$ cat config.mk
export PLATFORM = sky130hd
export DESIGN_NAME = om_result_drain
export DESIGN_NICKNAME = d
export VERILOG_FILES = /design/src/rtl/om_result_drain.sv
export SDC_FILE = /design/constraint.sdc
export NUM_CORES = 1
export LEC_CHECK = 0
export BUFFER_PORTS_ARGS = -buffer_cell sky130_fd_sc_hd__buf_2
export CAP_MARGIN = 10
export CORE_MARGIN = 5
export CORE_UTILIZATION = 54
export DETAILED_ROUTE_END_ITERATION = 12
export GPL_TIMING_DRIVEN = 0
export PLACE_DENSITY = 0.81
export SYNTH_ARGS = -nofsm -noshare
export SYNTH_HDL_FRONTEND = slang
export SYNTH_SLANG_ARGS = --single-unit
$ cat constraint.sdc
create_clock -name clock -period 3.2 [get_ports clock]
set_input_delay 0.32 -clock clock [delete_from_list [all_inputs] [get_ports clock]]
set_output_delay 0.32 -clock clock [all_outputs]
set_load 0.01 [all_outputs]
$ cat src/rtl/om_result_drain.sv
// Output Memory drain: fetches result words and streams them out as 16-bit distance lanes.
// Optional running lane checksum output when OM_DRAIN_CHECKSUM_EN is defined.
module om_result_drain #(
    parameter int ADDR_W = 13,
    parameter int DATA_W = 128,
    parameter int LANE_W = 16
) (
    input  logic              clock,
    input  logic              reset,
    input  logic              start,
    input  logic [ADDR_W-1:0] base_addr,
    input  logic [ADDR_W-1:0] word_count,
    output logic              busy,
    output logic              done,
    output logic [ADDR_W-1:0] OMAR,
    input  logic [DATA_W-1:0] OMDR,
    output logic [LANE_W-1:0] out_data,
    output logic              out_valid,
    input  logic              out_ready,
`ifdef OM_DRAIN_CHECKSUM_EN
    output logic [LANE_W-1:0] checksum,
`endif
    output logic              out_last
);

    localparam int LANES = DATA_W / LANE_W;
    localparam int LI_W  = $clog2(LANES);
    localparam int LB_W  = $clog2(LANE_W);
    localparam int DB_W  = $clog2(DATA_W);
    localparam logic [LI_W-1:0] LAST_LANE = LI_W'(LANES - 1);

    typedef enum logic [1:0] {
        IDLE,
        FETCH,
        SEND,
        DONE
    } state_t;

    state_t            state;
    state_t            state_n;
    logic [DATA_W-1:0] word_reg;
    logic [LI_W-1:0]   lane;
    logic [ADDR_W-1:0] words_left;
    logic              busy_q;
    logic [DB_W-1:0]   lane_base;
    logic              last_word;
    logic              xfer;

    assign lane_base = {lane, {LB_W{1'b0}}};
    assign last_word = (words_left == ADDR_W'(1));
    assign xfer      = out_valid && out_ready;
    assign busy      = busy_q;

    always_ff @(posedge clock or negedge reset) begin
        if (!reset) begin
            state <= IDLE;
        end else begin
            state <= state_n;
        end
    end

    always_comb begin
        state_n   = state;
        out_valid = 1'b0;
        out_last  = 1'b0;
        out_data  = '0;
        done      = 1'b0;
        unique case (state)
            IDLE: begin
                if (start) begin
                    state_n = (word_count == '0) ? DONE : FETCH;
                end
            end
            FETCH: begin
                state_n = SEND;
            end
            SEND: begin
                out_valid = 1'b1;
                out_data  = word_reg[lane_base +: LANE_W];
                out_last  = (lane == LAST_LANE) && last_word;
                if (out_ready && lane == LAST_LANE) begin
                    state_n = last_word ? DONE : FETCH;
                end
            end
            DONE: begin
                done    = 1'b1;
                state_n = IDLE;
            end
            default: state_n = IDLE;
        endcase
    end

    // busy is not raised for an empty drain, so a zero-count start only pulses done
    always_ff @(posedge clock or negedge reset) begin
        if (!reset) begin
            OMAR       <= '0;
            word_reg   <= '0;
            lane       <= '0;
            words_left <= '0;
            busy_q     <= 1'b0;
        end else begin
            unique case (state)
                IDLE: begin
                    if (start && word_count != '0) begin
                        words_left <= word_count;
                        OMAR       <= base_addr;
                        busy_q     <= 1'b1;
                    end
                end
                FETCH: begin
                    word_reg <= OMDR;
                    lane     <= '0;
                end
                SEND: begin
                    if (out_ready) begin
                        if (lane != LAST_LANE) begin
                            lane <= lane + LI_W'(1);
                        end else if (!last_word) begin
                            words_left <= words_left - ADDR_W'(1);
                            OMAR       <= OMAR + ADDR_W'(1);
                        end
                    end
                end
                DONE: begin
                    busy_q <= 1'b0;
                end
                default: ;
            endcase
        end
    end

`ifdef OM_DRAIN_CHECKSUM_EN
    always_ff @(posedge clock or negedge reset) begin
        if (!reset) begin
            checksum <= '0;
        end else if (state == IDLE && start) begin
            checksum <= '0;
        end else if (xfer) begin
            checksum <= checksum + out_data;
        end
    end
`endif

endmodule

==> impl_metrics.prom <==
# TYPE chip_impl_metric gauge
chip_impl_info{name="status",value="finished clean"} 1
chip_impl_metric{name="vdd_drop_max",unit="V"} 0.000711
chip_impl_metric{name="final-seq-area",unit="um2"} 4000
chip_impl_metric{name="cts.path.max_buffers",unit=""} 2
chip_impl_metric{name="post_route_cells_drive_above_1_share",unit="%"} 48.3
chip_impl_metric{name="floorplan.io_pins",unit=""} 191
chip_impl_metric{name="max_freq",unit="MHz"} 341
chip_impl_metric{name="postLayoutCoreUtil",unit="%"} 68.3
chip_impl_metric{name="cp_num_buf_inv",unit=""} 3
chip_impl_metric{name="layout_worst_path_cycle_share",unit="%"} 91.5
chip_impl_metric{name="route.detailed.vias_per_inst",unit=""} 5.94
chip_impl_metric{name="fillCellCount",unit=""} 1030
chip_impl_metric{name="cts_made_buffers",unit=""} 17
chip_impl_metric{name="seq_area_frac_synth",unit="%"} 52.3
chip_impl_metric{name="timing.final.crit_period",unit="ns"} 2.93
chip_impl_metric{name="route.detailed.wl_per_inst",unit="um"} 21.8
chip_impl_metric{name="critical_path_peak_fanout",unit=""} 10
chip_impl_metric{name="leakagePower",unit="uW"} 0.00421
chip_impl_metric{name="layout.cell_area.non_filler",unit="um2"} 9480
chip_impl_metric{name="synthesis.yosys.warnings",unit=""} 0
chip_impl_info{name="cp_cell_sequence",value="clkbuf_2, clkdlybuf4s15_2, mux4_2, mux2i_1, nor2_1, buf_2"} 1
chip_impl_metric{name="setup_slack",unit="ns"} 0.271
chip_impl_metric{name="average_size_of_a_mapped_cell",unit="um2"} 13.0
chip_impl_metric{name="final_net_count",unit=""} 964
chip_impl_metric{name="report.final.hold_viol_count",unit=""} 0
chip_impl_metric{name="synth.ff_latch_count",unit=""} 160
chip_impl_metric{name="yosys.cell_types.count",unit=""} 43
chip_impl_metric{name="dr.first_iter.drc_count",unit=""} 392
chip_impl_metric{name="post_dp_cell_area",unit="um2"} 8860
chip_impl_metric{name="core.rowCount",unit=""} 43
chip_impl_info{name="endpoint_kind",value="primary output"} 1
chip_impl_metric{name="largest_reg_flops",unit=""} 128
chip_impl_metric{name="yosysTopAreaCellShare",unit="%"} 52.3
chip_impl_metric{name="grt_pass1_vias",unit=""} 6247
chip_impl_metric{name="syn2layout_area_growth",unit="%"} 24.0
chip_impl_metric{name="worst_setup_hold_path_clk_slew",unit="ns"} 0.06
chip_impl_metric{name="maximum_number_of_pins_on_one_net_before_global_route_repair",unit=""} 100
chip_impl_metric{name="final-max-slew-violation-count",unit=""} 0
chip_impl_metric{name="finClkSkew",unit="ns"} 0.00439
chip_impl_metric{name="post_synth_edffs",unit=""} 0
chip_impl_metric{name="pre_cts_ws",unit="ns"} 0.294
chip_impl_metric{name="io_buffer_count",unit=""} 190
chip_impl_info{name="hold_path.startpoint",value="OMDR[87]"} 1
chip_impl_metric{name="groute.usage.overall",unit="%"} 26.3
chip_impl_info{name="yosys.area.top_type",value="dfrtp_1"} 1
chip_impl_metric{name="floorplan.die_area",unit="um2"} 16600
chip_impl_info{name="worst_hold_path_type",value="in2reg"} 1
chip_impl_metric{name="core_area",unit="um2"} 13900
chip_impl_metric{name="multi_input_area",unit="um2"} 3450
chip_impl_info{name="critical_path.reg2reg.endpoint",value="word_reg[43]"} 1
chip_impl_info{name="crit_slowest_cell",value="mux4_2"} 1
chip_impl_info{name="worst_setup_path_start_kind",value="register"} 1
chip_impl_info{name="critPathKind",value="reg2out"} 1
chip_impl_metric{name="crit_path_max_incr_delay",unit="ns"} 0.59
chip_impl_metric{name="power_per_cell_area",unit="nW/um2"} 1050
chip_impl_metric{name="die_w",unit="um"} 129
chip_impl_metric{name="async_flop_share",unit="%"} 100
chip_impl_metric{name="floorplan.initialDensity",unit="%"} 55.1
chip_impl_metric{name="report.final.setup_viol",unit=""} 0
chip_impl_metric{name="clock_latency_on_the_worst_skew_pair",unit="ns"} 0.42
chip_impl_metric{name="post-dp-hpwl",unit="mm"} 15.9
chip_impl_metric{name="setup.reg_to_reg.worst_slack",unit="ns"} 0.56
chip_impl_metric{name="synth_nets",unit=""} 753
chip_impl_info{name="cts_tree",value="built"} 1
chip_impl_metric{name="drt.antenna.violating_nets",unit=""} 0
chip_impl_info{name="grt_setup_unrepaired",value="false"} 1
chip_impl_metric{name="globalRouteOverflowTotal",unit=""} 0
chip_impl_metric{name="clock_sink_count",unit=""} 160
chip_impl_metric{name="post_synthesis_cell_count",unit=""} 590
chip_impl_metric{name="htreeDepth",unit=""} 4
chip_impl_metric{name="critical_path_required",unit="ns"} 2.88
chip_impl_metric{name="worst_hold_slack",unit="ns"} 0.122
chip_impl_info{name="crit-reg2reg-launch",value="state[0]"} 1
chip_impl_metric{name="route.vias.total",unit=""} 5906
chip_impl_metric{name="max_slew.worst_pin.slew",unit="ns"} 0.771
chip_impl_metric{name="gpl.final_weighted_congestion",unit=""} 0.887
chip_impl_metric{name="drc_errors",unit=""} 0
chip_impl_metric{name="detail_route.wirelength",unit="mm"} 21.7
chip_impl_info{name="ctsRootBufferMaster",value="clkbuf_16"} 1
chip_impl_info{name="postSynth.topFlopCell",value="dfrtp_1"} 1
chip_impl_metric{name="min_path_cells",unit=""} 2
chip_impl_metric{name="worst-endpoint-arrival",unit="ns"} 2.61
chip_impl_metric{name="grt_antenna_before_repair",unit=""} 8
chip_impl_info{name="min_to",value="word_reg[87]"} 1
chip_impl_metric{name="timing.max_cap.violations",unit=""} 0
chip_impl_metric{name="firstDrtPassIters",unit=""} 5
chip_impl_metric{name="grt_first_pass_wirelength",unit="mm"} 33.4
chip_impl_metric{name="die_height",unit="um"} 129
chip_impl_metric{name="synth.cell_area",unit="um2"} 7650
chip_impl_metric{name="number_of_buffers_inserted_to_repair_setup_after_cts",unit=""} 0
chip_impl_info{name="critPathTopFamily",value="buffers and inverters"} 1
chip_impl_metric{name="r2r.worst_path.cells",unit=""} 5
chip_impl_info{name="synth.area.top_cells",value="dfrtp_1 (52%), mux2_2 (19%), mux4_2 (9.4%)"} 1
chip_impl_metric{name="max_slew_headroom",unit="%"} 48.6
area by class of cell:
type,instances,area share (%)
well taps,180,2.37
flip-flops and latches,160,42.2
diodes,2,0.0528
clock buffers,19,4.67
repair buffers,192,10.5
inverters,7,0.277
clock inverters,12,1.65
multi-input cells,381,36.4
plain buffers,42,1.89
worst max path at each step:
stage                              from            end  slack [ns]  cells after the start
after floorplan           words_left[1]  words_left[0]        0.88                      7
after global placement            reset  word_reg[104]       -0.44                      1
after detailed placement        lane[0]   out_data[14]        0.29                      6
after CTS                       lane[0]   out_data[11]        0.23                      6
after global routing            lane[0]   out_data[11]         0.1                      6
final                           lane[0]   out_data[11]        0.27                      6
power by group:
group	internal (uW)	total [uW]	switching, uW
Clock	1250	2100	844
Combinational	2130	4170	2050
Sequential	3040	3680	644
what timing repair did:
action	4_1_cts	5_1_grt
hold buffers	1	0
hold endpoints to repair	61	0
gates resized for setup	3	0
endpoints found under the setup margin	7	0
metal layers:
layer | vias to the layer above | wire (um) | track usage (%) | share of wire (%)
li1 | 2610 | - | - | -
met1 | 2962 | 8200 | 32.3 | 38
met2 | 278 | 11000 | 44.4 | 51
met3 | 44 | 1940 | 8.62 | 8.9
met4 | 12 | 514 | 8.46 | 2.4
met5 | - | 63 | 0 | 0.29
cells in the mapped netlist (2+ instances only):
cell / instances
a21oi_1: 27
a2bb2oi_1: 3
a31oi_1: 8
and3_1: 3
and4b_1: 2
buf_1: 5
buf_2: 4
clkbuf_1: 32
dfrtp_1: 160
ha_1: 5
inv_1: 6
mux2_2: 128
mux2i_1: 17
mux4_2: 32
nand2_1: 18
nand2b_1: 2
nand3_1: 7
nand4_1: 5
nor2_1: 44
nor2b_1: 4
nor3_1: 10
nor3b_1: 2
nor4_1: 8
o21ai_0: 18
o21ai_1: 12
o22a_1: 2
o22ai_1: 7
or3_1: 3
or4_1: 2
kinds of logic (layout without fill, tap and decap cells):
group,after synthesis,after routing,synth area share (%)
AND/OR/NAND/NOR,114,114,7.34
multiplexers,177,177,30.5
flip-flops,160,160,52.3
other,0,2,0
AO/OA/AOI/OAI,85,85,6.46
buffers and inverters,49,272,2.57
adder cells (fa/ha/maj),5,5,0.818
cells in the final DEF (no fill, tap or decap), types with 3 or more instances in the layout:
cell type and n:
dfrtp_1 160, clkbuf_16 17, clkbuf_1 32, clkinv_2 3, o21ai_0 18, nor2b_1 4, buf_2 193, or3_1 3
mux2_2 128, a2bb2oi_1 3, inv_6 4, and3_1 3, nor2_1 44, o21ai_1 12, nand3_1 7, inv_1 6
nor3_1 10, bufinv_16 3, buf_1 4, nand4_1 5, ha_1 5, mux2i_1 17, mux4_2 32, o22ai_1 7
nor4_1 8, a21oi_1 27, a31oi_1 8, nand2_1 18
stage by stage:
step	std cells	power, uW	setup TNS, ns
2_1_floorplan	590	6420	0
3_3_place_gp	960	7590	-69.10
3_5_place_dp	961	7810	0
4_1_cts	993	9940	0
5_1_grt	995	10500	0
6_report	995	9950	0
(Power assumes the default switching activity.)
